<file path="src/rtl/divider_guideir_pkg.sv">
// Shared types and constants for the divider stream front/back-end.
// Holds the controller state encoding, the default watchdog depth and the saturation value.
package divider_guideir_pkg;

    typedef enum logic [1:0] {
        ST_IDLE  = 2'd0,
        ST_ISSUE = 2'd1,
        ST_WAIT  = 2'd2,
        ST_OUT   = 2'd3
    } state_t;

    localparam int MAX_W = 64;

    // Quotient reported on saturation or abort, sliced down to WIDTH by users.
    localparam logic [MAX_W-1:0] SAT_ONES = '1;

    function automatic int default_timeout(input int width);
        return 4 * width;
    endfunction

endpackage

</file>
<file path="src/rtl/div_watchdog.sv">
// Cycle counter for the WAIT state of the divider controller.
// Clears whenever run_i is low and flags expired_o on its TIMEOUT-th running cycle.
module div_watchdog #(
    parameter int TIMEOUT = 128
) (
    input  logic clk,
    input  logic rst,
    input  logic run_i,
    output logic expired_o
);

    localparam int CW = $clog2(TIMEOUT) + 1;

    logic [CW-1:0] cnt_q;

    always_ff @(posedge clk) begin
        if (rst || !run_i) begin
            cnt_q <= '0;
        end else begin
            cnt_q <= cnt_q + CW'(1);
        end
    end

    assign expired_o = run_i && (cnt_q == CW'(TIMEOUT - 1));

endmodule

</file>
<file path="src/rtl/divider_stream_ctrl.sv">
// Valid/ready wrapper around the sequential divider: issues one start per operand pair,
// holds operands through the calculation, and returns results with a tag and a watchdog abort.
module divider_stream_ctrl
    import divider_guideir_pkg::*;
#(
    parameter int WIDTH       = 32,
    parameter int TAG_W       = 8,
    parameter int TIMEOUT     = default_timeout(WIDTH),
    parameter bit SAT_ON_ZERO = 1'b1
) (
    input  logic             clk,
    input  logic             rst,
    input  logic             s_valid,
    output logic             s_ready,
    input  logic [WIDTH-1:0] s_dividend,
    input  logic [WIDTH-1:0] s_divisor,
    input  logic [TAG_W-1:0] s_tag,
    output logic             div_start,
    output logic [WIDTH-1:0] div_dividend,
    output logic [WIDTH-1:0] div_divisor,
    input  logic [WIDTH-1:0] div_quotient,
    input  logic [WIDTH-1:0] div_remainder,
    input  logic             div_zero_err,
    input  logic             div_valid,
    output logic             m_valid,
    input  logic             m_ready,
    output logic [WIDTH-1:0] m_quotient,
    output logic [WIDTH-1:0] m_remainder,
    output logic [TAG_W-1:0] m_tag,
    output logic             m_zero_err,
    output logic             m_timeout,
    output logic             busy
);

    localparam logic [WIDTH-1:0] QSAT = SAT_ONES[WIDTH-1:0];

    state_t           state_q;
    logic             s_ready_q, div_start_q, m_valid_q, busy_q;
    logic             m_zero_err_q, m_timeout_q;
    logic [WIDTH-1:0] dividend_q, divisor_q, m_quotient_q, m_remainder_q;
    logic [TAG_W-1:0] tag_q;
    logic             expired;

    div_watchdog #(.TIMEOUT(TIMEOUT)) u_watchdog (
        .clk       (clk),
        .rst       (rst),
        .run_i     (state_q == ST_WAIT),
        .expired_o (expired)
    );

    always_ff @(posedge clk) begin
        if (rst) begin
            state_q       <= ST_IDLE;
            s_ready_q     <= 1'b1;
            div_start_q   <= 1'b0;
            m_valid_q     <= 1'b0;
            busy_q        <= 1'b0;
            m_zero_err_q  <= 1'b0;
            m_timeout_q   <= 1'b0;
            dividend_q    <= '0;
            divisor_q     <= '0;
            m_quotient_q  <= '0;
            m_remainder_q <= '0;
            tag_q         <= '0;
        end else begin
            div_start_q <= 1'b0;
            case (state_q)
                ST_IDLE: begin
                    if (s_valid) begin
                        dividend_q  <= s_dividend;
                        divisor_q   <= s_divisor;
                        tag_q       <= s_tag;
                        s_ready_q   <= 1'b0;
                        busy_q      <= 1'b1;
                        div_start_q <= 1'b1;
                        state_q     <= ST_ISSUE;
                    end
                end
                ST_ISSUE: state_q <= ST_WAIT;
                ST_WAIT: begin
                    // A real completion wins over a watchdog expiry in the same cycle.
                    if (div_valid) begin
                        m_quotient_q  <= (div_zero_err && SAT_ON_ZERO) ? QSAT : div_quotient;
                        m_remainder_q <= div_remainder;
                        m_zero_err_q  <= div_zero_err;
                        m_timeout_q   <= 1'b0;
                        m_valid_q     <= 1'b1;
                        state_q       <= ST_OUT;
                    end else if (expired) begin
                        m_quotient_q  <= QSAT;
                        m_remainder_q <= '0;
                        m_zero_err_q  <= 1'b0;
                        m_timeout_q   <= 1'b1;
                        m_valid_q     <= 1'b1;
                        state_q       <= ST_OUT;
                    end
                end
                ST_OUT: begin
                    if (m_ready) begin
                        m_valid_q <= 1'b0;
                        s_ready_q <= 1'b1;
                        busy_q    <= 1'b0;
                        state_q   <= ST_IDLE;
                    end
                end
                default: state_q <= ST_IDLE;
            endcase
        end
    end

    assign s_ready      = s_ready_q;
    assign div_start    = div_start_q;
    assign div_dividend = dividend_q;
    assign div_divisor  = divisor_q;
    assign m_valid      = m_valid_q;
    assign m_quotient   = m_quotient_q;
    assign m_remainder  = m_remainder_q;
    assign m_tag        = tag_q;
    assign m_zero_err   = m_zero_err_q;
    assign m_timeout    = m_timeout_q;
    assign busy         = busy_q;

endmodule

</file>
<file path="config.mk">
export PLATFORM = sky130hd
export DESIGN_NAME = divider_stream_ctrl
export DESIGN_NICKNAME = d
export VERILOG_FILES = /design/src/rtl/divider_guideir_pkg.sv /design/src/rtl/div_watchdog.sv /design/src/rtl/divider_stream_ctrl.sv
export SDC_FILE = /design/constraint.sdc
export NUM_CORES = 1
export LEC_CHECK = 0
export CAP_MARGIN = 20
export CELL_PAD_IN_SITES_DETAIL_PLACEMENT = 1
export CELL_PAD_IN_SITES_GLOBAL_PLACEMENT = 2
export CORE_ASPECT_RATIO = 1.5
export CORE_MARGIN = 3
export CORE_UTILIZATION = 23
export CTS_BUF_LIST = sky130_fd_sc_hd__clkbuf_8
export DETAILED_ROUTE_END_ITERATION = 8
export PLACE_DENSITY = 0.89
export SETUP_SLACK_MARGIN = 0.2
export SYNTH_ARGS = -nofsm -noshare
export SYNTH_HDL_FRONTEND = slang
export SYNTH_SLANG_ARGS = --single-unit
</file>
<file path="constraint.sdc">
create_clock -name clk -period 3.9 [get_ports clk]
set_input_delay 0.585 -clock clk [delete_from_list [all_inputs] [get_ports clk]]
set_output_delay 0.585 -clock clk [all_outputs]
set_load 0.05 [all_outputs]
</file>
==> out/qor.yml <==
floorplan:
  start_util: 0.2364
  core.rowCount: 67
  num_io_pins: 284
  coreArea_sq_um: 22550
  die_h_um: 192.4
  chipWidth_um: 130.3
  die_area_sq_um: 25070
sta:
  fin_crit_sh: 0.5825
  relSlewSlack: 0.3648
  rsz0062_at_grt: "no"
  finalCriticalPeriod_ns: 2.272
  max_slew.worst_pin.slew_ns: 0.9507
  max_freq_mhz: 440.2
  finalSetupTns_ns: 0
  holdWs_ns: 0.4513
  fin_ws_ns: 1.628
  setup_viol: 0
  drv_slew: 0
  finalHoldViolCount: 0
  clock_skew_ns: 0.008018
drt:
  num_vias: 5246
  wl_met1_mm: 7.314
  antenna_left: 0
  remaining_drc_errors: 0
  drtIter0Drc: 189
  wl_met2_mm: 10.01
  met3WireLength_mm: 1.103
  vias_per_cell: 4.530
  detail_route.wl_per_cell_um: 16.37
  top_layer: "met5"
  drt_wl_total_mm: 18.96
  drt_pass1_iterations: 4
clock_network:
  clk_pin_slew_worst_paths_ns: 0.08
  ctsResizeCount: 0
  cts_tree: "built"
  postCtsHoldBufs: 0
  htreeDepth: 4
  cts-root-buf: "clkbuf_8"
  cts_buffers: 17
  clock_path_buffers: 2
  post_cts_buffers: 0
  cts_sinks: 152
  clk_latency_ns: 0.44
critical_path:
  required_ns: 4.21
  startpoint_type: "flop"
  r2r_cells: 8
  reg2reg_setup_slack_ns: 1.63
  end_kind: "flop"
  critPathLaunch: "state_q[0]$_SDFFE_PP0P_"
  regToRegEndpoint: "m_quotient[10]$_SDFFE_PP0P_"
  critPathMaxFanout: 38
  r2r_start: "state_q[0]$_SDFFE_PP0P_"
  crit_type: "reg2reg"
  crit_arrival_ns: 2.58
layout:
  regArea_sq_um: 3043
  antennaDiodeCount: 0
  fin_area_sq_um: 8766
  num-nets-final: 1017
  multi_input_area_sq_um: 2047
  final_common_cell: "clkdlybuf4s50_1"
  drive_gt1_frac: 0.05329
  fin_cells: 1158
  area_growth_syn_to_layout_pct: 64.46
  postLayoutCoreUtil: 0.3887
  nFillCells: 2593
  layout_common_cells: "clkdlybuf4s50_1 (282), dfxtp_1 (152), nand2_1 (147), a21oi_1 (111), nor2_1 (41)"
pwr:
  total_power_mw: 5.067
  ir_drop_v: 0.0002200
  leakage_nw: 3.196
  power_density_nw_per_um2: 578.0
logic_synthesis:
  seq_area_frac_synth: 0.5709
  synthDistinctLibCells: 32
  ys_warn_count: 0
  syn_avg_cell_area_sq_um: 8.767
  ys_ff_latch: 152
  synthCells: 608
  synth_fp_nets: 755
  syn_area_sq_um: 5330
placed_design:
  port_buffers: 283
  dp.cells: 1127
  post_dp_cell_area_sq_um: 8373
  pre_cts_slack_ns: 1.506
  dpl.hpwl_mm: 13.31
  gp_congestion: 0.7090
hold_path:
  min_from: "u_watchdog.cnt_q[0]$_SDFF_PP0_"
  worstHoldEndpoint: "u_watchdog.cnt_q[0]$_SDFF_PP0_"
  whs_path_depth: 1
  hp-class: "reg2reg"
global_route:
  grt_pass1_vias: 5432
  grtUsageTotal: 0.1476
  grt_pass1_wl_mm: 28.72
  antenna_found_initial: 1
  grt_overflow: 0
  grt_max_degree: 75
run_status:
  status: "completed"
job:
  drv_cap: 0
layer usage:
layer | GRT usage | vias up
met3 | 0.03683 | 29
met2 | 0.2676 | 175
met1 | 0.1594 | 2483
met5 | 0 | -
met4 | 0.06560 | 2
li1 | - | 2557
registers in the layout, indices dropped and copies added, names as in the netlist:
signal            count
m_zero_err            1
div_start             1
s_ready               1
u_watchdog.cnt_q      8
busy                  1
m_timeout             1
div_dividend         32
m_quotient           32
m_remainder          32
m_valid               1
div_divisor          32
m_tag                 8
state_q               2
cell families after synthesis:
group / after synthesis / share of synthesized area
buf+inv: 53 / 0.04671
xor+xnor: 3 / 0.004930
compound gates: 157 / 0.1812
simple gates: 237 / 0.1826
mux: 1 / 0.001878
flops: 152 / 0.5709
fa+ha+maj: 5 / 0.01174
synthesized netlist by cell type:
cell / n / area share
nand2b_1: 5 / 0.0059
o21ai_0: 3 / 0.0028
a21oi_4: 1 / 0.0031
a22o_1: 30 / 0.049
o21a_1: 2 / 0.0028
xnor2_1: 1 / 0.0016
nor3_1: 33 / 0.031
o31ai_4: 1 / 0.0040
o21bai_1: 1 / 0.0014
a21oi_1: 111 / 0.10
clkbuf_1: 31 / 0.022
o211ai_1: 1 / 0.0014
buf_2: 4 / 0.0038
dfxtp_1: 152 / 0.57
nor2_1: 41 / 0.029
inv_1: 6 / 0.0042
xor2_1: 2 / 0.0033
ha_1: 5 / 0.012
and2_1: 1 / 0.0012
o211a_1: 2 / 0.0038
and2_2: 1 / 0.0014
or3_2: 1 / 0.0014
buf_6: 6 / 0.013
nand2_1: 148 / 0.10
buf_1: 6 / 0.0042
a31oi_1: 1 / 0.0012
nand4_2: 1 / 0.0023
nand3_1: 3 / 0.0028
or3_1: 3 / 0.0035
a2bb2oi_1: 1 / 0.0016
mux2i_1: 1 / 0.0019
a22o_2: 3 / 0.0056
worst max path at each step:
stage | to | depth (start not counted) | slack (ns)
floorplan | m_remainder[10]$_SDFFE_PP0P_ | 4 | 2.25
global placement | m_quotient[16]$_SDFFE_PP0P_ | 5 | 1.42
detailed placement | m_remainder[0]$_SDFFE_PP0P_ | 5 | 1.51
CTS | m_valid | 1 | 1.58
global route | m_quotient[10]$_SDFFE_PP0P_ | 8 | 1.44
finish | m_quotient[10]$_SDFFE_PP0P_ | 8 | 1.63
critical path, cell delays in order, from the launching register on:
cell     delay (ns)
dfxtp_1        0.33
inv_1          0.11
ha_1           0.16
buf_4          0.39
inv_1          0.18
or3_1          0.54
buf_16         0.24
nor2_1         0.10
nor3_1         0.05
where the power goes:
part / switching (mW) / internal [mW]
logic: 1.30 / 0.677
registers: 0.112 / 1.77
clock network: 0.583 / 0.624
total: 1.99 / 3.07
layout make-up:
cell class,instances,share of cell area
Timing Repair Buffer,290,0.3326
Sequential cell,152,0.3471
Multi-Input combinational cell,403,0.2335
Tap cell,276,0.03939
Inverter,6,0.002569
Clock inverter,10,0.01185
Clock buffer,21,0.03297
Power figures use the tool's default switching activity.
